==> config.mk <==
export PLATFORM = sky130hd
export DESIGN_NAME = vga_image_fetch
export DESIGN_NICKNAME = d
export VERILOG_FILES = /design/src/rtl/vga_image_fetch.sv
export SDC_FILE = /design/constraint.sdc
export NUM_CORES = 1
export LEC_CHECK = 0
export CORE_MARGIN = 4
export CORE_UTILIZATION = 55
export CTS_CLUSTER_DIAMETER = 100
export DETAILED_ROUTE_END_ITERATION = 10
export GPL_ROUTABILITY_DRIVEN = 0
export PLACE_DENSITY = 0.8
export SYNTH_ARGS = -nofsm -noshare
export SYNTH_HDL_FRONTEND = slang
export SYNTH_SLANG_ARGS = --single-unit
==> constraint.sdc <==
create_clock -name clk -period 2.81 [get_ports clk]
set_input_delay 0.4215 -clock clk [delete_from_list [all_inputs] [get_ports clk]]
set_output_delay 0.4215 -clock clk [all_outputs]
set_load 0.01 [all_outputs]
==> src/rtl/vga_image_fetch.sv <==
// Streams a FRAME_W x FRAME_H image from a 1-cycle-latency word RAM out of an
// Avalon-ST RGB source, using a small first-word-fall-through FIFO for back-pressure.
module vga_image_fetch #(
    parameter int unsigned FRAME_W    = 640,
    parameter int unsigned FRAME_H    = 400,
    parameter int unsigned BASE_ADDR  = 0,
    parameter int unsigned FIFO_DEPTH = 4
) (
    input  logic        clk,
    input  logic        reset,
    input  logic        enable,
    output logic [17:0] ram_address,
    output logic        ram_chipselect,
    output logic        ram_write,
    output logic [3:0]  ram_byteenable,
    output logic        ram_clken,
    input  logic [31:0] ram_readdata,
    output logic [23:0] dout_data,
    output logic        dout_valid,
    input  logic        dout_ready,
    output logic        dout_startofpacket,
    output logic        dout_endofpacket,
    output logic        frame_done
);

    localparam int unsigned NumPix  = FRAME_W * FRAME_H;
    localparam int unsigned PtrW    = (FIFO_DEPTH > 1) ? $clog2(FIFO_DEPTH) : 1;
    localparam int unsigned CntW    = PtrW + 1;
    localparam logic [31:0] LastIdx = 32'(NumPix - 1);

    typedef enum logic [1:0] {StIdle, StFetch, StDrain} state_e;

    state_e          state_q, state_d;
    logic [31:0]     idx_q, idx_d;
    logic            inflight_q, infl_sop_q, infl_eop_q;
    logic [CntW-1:0] count_q;
    logic [PtrW-1:0] wr_ptr_q, rd_ptr_q;
    logic [25:0]     mem_q [FIFO_DEPTH];
    logic            frame_done_q;
    logic            issue, push, pop;
    logic [25:0]     head;
    logic            unused_hi;

    assign ram_write      = 1'b0;
    assign ram_byteenable = 4'hF;
    assign ram_clken      = 1'b1;
    assign unused_hi      = ^ram_readdata[31:24];

    assign ram_address    = 18'(BASE_ADDR + idx_q);
    assign ram_chipselect = issue;

    // Entry layout: [25] sop, [24] eop, [23:0] RGB
    assign head               = mem_q[rd_ptr_q];
    assign dout_valid         = (count_q != '0);
    assign dout_data          = dout_valid ? head[23:0] : 24'd0;
    assign dout_startofpacket = dout_valid & head[25];
    assign dout_endofpacket   = dout_valid & head[24];
    assign frame_done         = frame_done_q;

    // Read data arrives the cycle after the strobe, so the in-flight flag is the push.
    assign push = inflight_q;
    assign pop  = dout_valid & dout_ready;

    always_comb begin
        state_d = state_q;
        idx_d   = idx_q;
        issue   = 1'b0;
        unique case (state_q)
            StIdle: begin
                if (enable) begin
                    state_d = StFetch;
                    idx_d   = '0;
                end
            end
            StFetch: begin
                // Reserve a slot for the outstanding read so the FIFO cannot overflow.
                issue = (32'(count_q) + 32'(inflight_q)) < FIFO_DEPTH;
                if (issue) begin
                    idx_d = idx_q + 32'd1;
                    if (idx_q == LastIdx) begin
                        state_d = StDrain;
                    end
                end
            end
            StDrain: begin
                if (count_q == '0 && !inflight_q) begin
                    if (enable) begin
                        state_d = StFetch;
                        idx_d   = '0;
                    end else begin
                        state_d = StIdle;
                    end
                end
            end
            default: state_d = StIdle;
        endcase
    end

    always_ff @(posedge clk) begin
        if (reset) begin
            state_q      <= StIdle;
            idx_q        <= '0;
            inflight_q   <= 1'b0;
            infl_sop_q   <= 1'b0;
            infl_eop_q   <= 1'b0;
            count_q      <= '0;
            wr_ptr_q     <= '0;
            rd_ptr_q     <= '0;
            frame_done_q <= 1'b0;
        end else begin
            state_q      <= state_d;
            idx_q        <= idx_d;
            inflight_q   <= issue;
            infl_sop_q   <= issue && (idx_q == 32'd0);
            infl_eop_q   <= issue && (idx_q == LastIdx);
            frame_done_q <= pop & head[24];
            if (push) begin
                wr_ptr_q <= wr_ptr_q + PtrW'(1);
            end
            if (pop) begin
                rd_ptr_q <= rd_ptr_q + PtrW'(1);
            end
            unique case ({push, pop})
                2'b10:   count_q <= count_q + CntW'(1);
                2'b01:   count_q <= count_q - CntW'(1);
                default: count_q <= count_q;
            endcase
        end
    end

    always_ff @(posedge clk) begin
        if (push) begin
            mem_q[wr_ptr_q] <= {infl_sop_q, infl_eop_q, ram_readdata[23:0]};
        end
    end

endmodule
# [Word level (Yosys, flattened, before mapping)]
# Memories as Yosys holds them, arrays and structs flattened. A register that Yosys moved wholly into a read port is not among the register bits.
# Cells that the tools add are included.
[classes] bitwise_logic=4 n_lt_le_gt_ge=1 reduce_logical=12 addsub=6 n_mux=17 n_eq_ne=9
[op_table] operator="two-way mux 32 bit" n=3
[op_table] operator="one-hot mux 32 bit (3 select lines)" n=1
[op_table] operator="adder 32 x 1 -> 32 bit (second input constant)" n=1
[op_table] operator="equality test 32 x 18 -> 1 bit (second input constant)" n=1
[op_table] operator="zero test 32 bit" n=1
[op_table] operator="two-way mux 24 bit" n=1
[op_table] operator="two-way mux 2 bit" n=6
[op_table] operator="!= test 2 bit (second input constant)" n=4
[op_table] operator="one-hot mux 2 bit (3 select lines)" n=1
[op_table] operator="one-hot mux 3 bit (2 select lines)" n=1
[op_table] operator="nonzero test 3 bit" n=2
[op_table] operator="adder 2 x 1 -> 2 bit (second input constant)" n=2
[op_table] operator="adder 3 x 1 -> 4 bit" n=1
[op_table] operator="bitwise AND 1 bit" n=4
[op_table] operator="equality test 2 x 1 -> 1 bit (second input constant)" n=2
[op_table] operator="equality test 2 bit (second input constant)" n=2
[op_table] operator="< comparator 4 x 3 -> 1 bit (second input constant)" n=1
[op_table] operator="two-way mux 1 bit" n=4
[op_table] operator="AND reduction 4 bit" n=1
[op_table] operator="adder 3 x 1 -> 3 bit (second input constant)" n=1
[op_table] operator="logical AND 1 bit" n=3
[op_table] operator="zero test 3 bit" n=1
[op_table] operator="AND reduction 3 bit" n=1
[op_table] operator="subtractor 3 x 1 -> 3 bit (second input constant)" n=1
[op_table] operator="3 further kinds" n=3
[word_totals] output_inout_bits=53 input_bits=36 mem_bits_rw=104 elab_cells=59 reg_bits=45 memories=1
[mem_list] name="mem_q" depth=4 width=26 rd=1 rd_ports_with_merged_regs=1 wr=1 line_no="38" source="logic [25:0] mem_q [FIFO_DEPTH];"

# [Logic depth before layout (Yosys ltp)]
[logic_depth] word_depth=4 depth_mapped=9 ltp_nobuf=8

# [Least setup slack after synthesis]
# OpenSTA, ideal clock, no wires.
[synth_timing] path_type="reg2reg" from="reg count_q[0]" to="reg count_q[2]" path_buffers=1 path_stages_with_launch=10 required_ns=2.739 synth_period_minus_slack_ns=2.173 t_arrival_ns=2.103 slack_ns=0.637 setup_ns=0.071 path_cell_list="dfxtp_1 -> or3_1 -> clkbuf_1 -> and2_1 -> ha_1 -> inv_1 -> fa_1 -> xor2_1 -> or3_1 -> a21oi_1"
[synth_between] elab_chain_len=4 elab_cells_between_ends=8 cone_classes="2 x add/sub; 2 x eq/ne; 1 x mux; 1 x bitwise; 2 x reduce/logical"
[synth_lines] element="from (decl)" line_no="36" source="logic [CntW-1:0] count_q;"
[synth_lines] element="from (signal assigned)" line_no="124" source="2'b10: count_q <= count_q + CntW'(1);"
[synth_lines] element="from (signal assigned)" line_no="125" source="2'b01: count_q <= count_q - CntW'(1);"
[synth_lines] element="from (signal assigned)" line_no="126" source="default: count_q <= count_q;"
[synth_lines] element="nonzero test 3 bit (*)" line_no="54" source="assign dout_valid = (count_q != '0);"
[synth_lines] element="bitwise AND 1 bit (*)" line_no="62" source="assign pop = dout_valid & dout_ready;"
[synth_lines] element="net pop" line_no="40" source="logic issue, push, pop;"
[synth_lines] element="equality test 2 x 1 -> 1 bit / equality test 2 bit (equally long branches)" line_no="123" source="unique case ({push, pop})"
[synth_lines] element="one-hot mux 3 bit (2 select lines) / nonzero test 2 bit (equally long branches)"
# Mark *: on every way through the listed nets, which the timed path passes. The rest lies on a longest branch.
# A chain may end at the register's enable or synchronous reset.

==> impl_metrics.tcl <==
set metrics [dict create \
    skew_ps 7.75 \
    synth_top_family_by_area "simple AND/OR/NAND/NOR gates" \
    first_global_vias 4440 \
    synth_xor_area_frac 0.00766 \
    cp-start-kind "flip-flop" \
    crit_arrival_ps 2260 \
    ant_nets 0 \
    regToRegStartpoint "state_q[1]$_SDFFE_PP0P_" \
    dp.cells 721 \
    netlist_instances 520 \
    grt_max_degree 81 \
    synth_area_leader_cell "edfxtp_1" \
    final.setup.tns_ps 0 \
    io_pins 89 \
    synth_top_flop_cell "edfxtp_1" \
    postSynth.asyncResetShare 0 \
    synth-simple-area-share 0.135 \
    finalCritPeriodShare 0.954 \
    maxCapViolCount 0 \
    grt_usage 0.205 \
    timing.final.ws_setup_ps 128 \
    muxShareOfSynthArea 0.110 \
    setup_viol 0 \
    hold_buffers 0 \
    core_um2 12100 \
    drt-initial-drc-count 400 \
    cts_buffer_depth 2 \
    crit_chain "buf_12, mux4_2, and2_1, clkdlybuf4s50_1" \
    hold_viol 0 \
    rows 40 \
    cts_sinks 151 \
    fmax_mhz 373 \
    path_buf_inv 2 \
    syn_area_um2 6860 \
    fillers 844 \
    insertion_delay_ps 410 \
    grt_pass1_wl_mm 23.1 \
    irDropWorstVdd_mv 0.331 \
    design_area_um2 8200 \
    utilization 0.677 \
    finalCriticalPeriod_ps 2680 \
    port_buffers 74 \
    cts_inserted_buffers 17 \
    maxSlewHeadroom 0.176 \
    regToRegSetupSlack_ps 630 \
    hold_path_startpoint "infl_eop_q$_SDFF_PP0_" \
    cpLargestDelayFamily "buffers and inverters" \
    root_buffer "clkbuf_16" \
    routed_wl_mm 14.2 \
    path_class "reg -> out" \
    status "finished clean" \
    postSynthAreaPerCell_um2 13.2 \
    p_leak_nw 2.62 \
    antenna_found_initial 0 \
    hp-class "reg -> reg" \
    drc 0 \
    multi_input_area_um2 2410 \
    critPathMaxFanout 14 \
    ys_ff_latch 151 \
    end_kind "output port" \
    clkSlewWorstSetupHoldPaths_ps 60 \
    vias 4508 \
    synth-warning-count 0 \
    regArea_um2 4070 \
    whs_path_depth 0 \
    yosysSeqAreaShare 0.592 \
    synth_edf_count 104 \
    post_cts_buffers 0 \
    regToRegEndpoint "idx_q[19]$_SDFFE_PP0P_" \
    power-per-cell-area_nw_per_um2 729 \
    dp_hpwl_mm 8.99 \
    slowest_delay_ps 540 \
    via_per_inst 5.99 \
    crit_required_ps 2390 \
    layout-drive-gt1-share 0.130 \
    h-tree-depth 4 \
    yosys.area.top_type_share 0.455 \
    holdPathEnd "mem_q[0][24]$_DFFE_PP_" \
    tightest_slew_ps 1230 \
    detailedPlace.worstSlack_ps 343 \
    synth.area.top_cells "edfxtp_1 (46%), dfxtp_1 (14%), mux4_2 (8.5%), and2_1 (3.0%), buf_4 (3.0%)" \
    rsz0062_at_grt "no" \
    final_max_slew_viol_count 0 \
    die_area_um2 14300 \
    start_util 0.567 \
    fp.dieW_um 120 \
    avgRoutedWirePerCell_um 18.9 \
    overflow 0 \
    placed_area_um2 7610 \
    fp.dieH_um 120 \
    stdcell_count 753 \
    yosys.area_share.adder 0.0157 \
    reg2reg_depth 5 \
    ys_types 46 \
    first_pass_iters 5 \
    synth-compound-area-share 0.0802 \
    cp_slowest_cell "mux4_2" \
    synthToLayoutAreaGrowth_pct 19.4 \
    antenna_cells 0 \
    finalNetCount 616 \
    cts_tree "done" \
]
[worst max-delay path by stage]
| stage | start | endpoint | slack [ps] | cells past startpoint |
|---|---|---|---|---|
| global placement | enable | idx_q[4]$_SDFFE_PP0P_ | 430 | 5 |
| finish | flip-flop | dout_endofpacket | 130 | 4 |
| global route | flip-flop | dout_endofpacket | 8 | 4 |
| floorplan | count_q[0]$_SDFFE_PP0P_ | count_q[2]$_SDFFE_PP0P_ | 640 | 9 |
| detailed placement | enable | idx_q[17]$_SDFFE_PP0P_ | 340 | 5 |
| CTS | flip-flop | dout_endofpacket | 70 | 4 |
[routing by layer]
| metal | track usage | up-vias | wire (um) |
|---|---|---|---|
| met4 | 0.0830 | 0 | 206 |
| met1 | 0.255 | 2199 | 5730 |
| li1 | - | 2090 | - |
| met5 | 0 | - | 0 |
| met2 | 0.347 | 199 | 7270 |
| met3 | 0.0462 | 20 | 988 |
[cell usage after synthesis (6+ instances only)]
cell type    n
nor2_1      27
buf_4       27
clkbuf_1    15
o31ai_1     12
nand4_1     11
ha_1         7
mux2i_1     17
inv_1       11
edfxtp_1   104
mux4_2      26
and2_1      33
dfxtp_1     47
or4_1       11
buf_2       15
nand3_1      9
and4_1       6
o211ai_1    17
nor4_1      25
and3_1       7
o21ai_0     19
nand2_1     12
a21oi_1     19
[cell usage in the layout (no fill, tap or decap), types with 12 or more instances in the layout]
cell type        netlist  routed
mux4_2                26      26
buf_4                 27      13
o21ai_0               19      19
nor4_1                25      25
dfxtp_1               47      46
mux2i_1               17      17
nand2_1               12      12
o211ai_1              17      17
edfxtp_1             104     104
clkbuf_16              0      17
and2_1                33      33
o31ai_1               12      12
nor2_1                27      27
a21oi_1               19      19
clkdlybuf4s50_1        0      74
[registers in the layout, indices dropped and copies added (netlist names), named ones only]
name / cells
mem_q: 104
idx_q: 32
count_q: 3
rd_ptr_q: 2
state_q: 2
wr_ptr_q: 2
frame_done: 1
infl_eop_q: 1
infl_sop_q: 1
inflight_q: 1
[worst reg2reg max path, stage by stage, from the launching register on]
cell	delay, ps
dfxtp_1	460
nor2b_1	80
buf_4	180
nor2_1	940
nor4_1	200
mux2i_1	190
[area by class of cell]
type | instances | share of cell area
Multi-Input combinational cell | 302 | 0.294
Sequential cell | 151 | 0.496
Timing Repair Buffer | 89 | 0.107
Tap cell | 168 | 0.0256
Clock buffer | 18 | 0.0524
Clock inverter | 14 | 0.0192
Inverter | 11 | 0.00504
[stage by stage]
stage / hold WS (ps) / total power [mW]
2_1_floorplan: 438 / 3.24
3_3_place_gp: 452 / 3.77
3_5_place_dp: 473 / 3.80
4_1_cts: 495 / 6.04
5_1_grt: 512 / 6.22
6_report: 502 / 5.97
[where the power goes]
part	total (mW)	leakage [nW]	internal, mW	switching (mW)
Combinational	1.23	1.01	0.683	0.544
Clock	2.23	0.283	1.39	0.843
Sequential	2.52	1.33	2.44	0.0725
Total	5.97	2.62	4.51	1.46
[what timing repair did]
item                                   CTS  global route
gates resized for setup                  1             0
setup endpoints to repair                3             0
endpoints found under the hold margin    0             0
[kinds of logic (layout without fill, tap and decap cells)]
| kind of cell | count (synthesis) | count (layout) |
|---|---|---|
| mux | 43 | 43 |
| simple gates | 158 | 158 |
| fa+ha+maj | 8 | 8 |
| buf+inv | 71 | 132 |
| compound gates | 81 | 81 |
| flops | 151 | 151 |
| xor+xnor | 6 | 6 |
| other cells | 2 | 6 |
No activity file was read; power rests on OpenSTA's default activity.
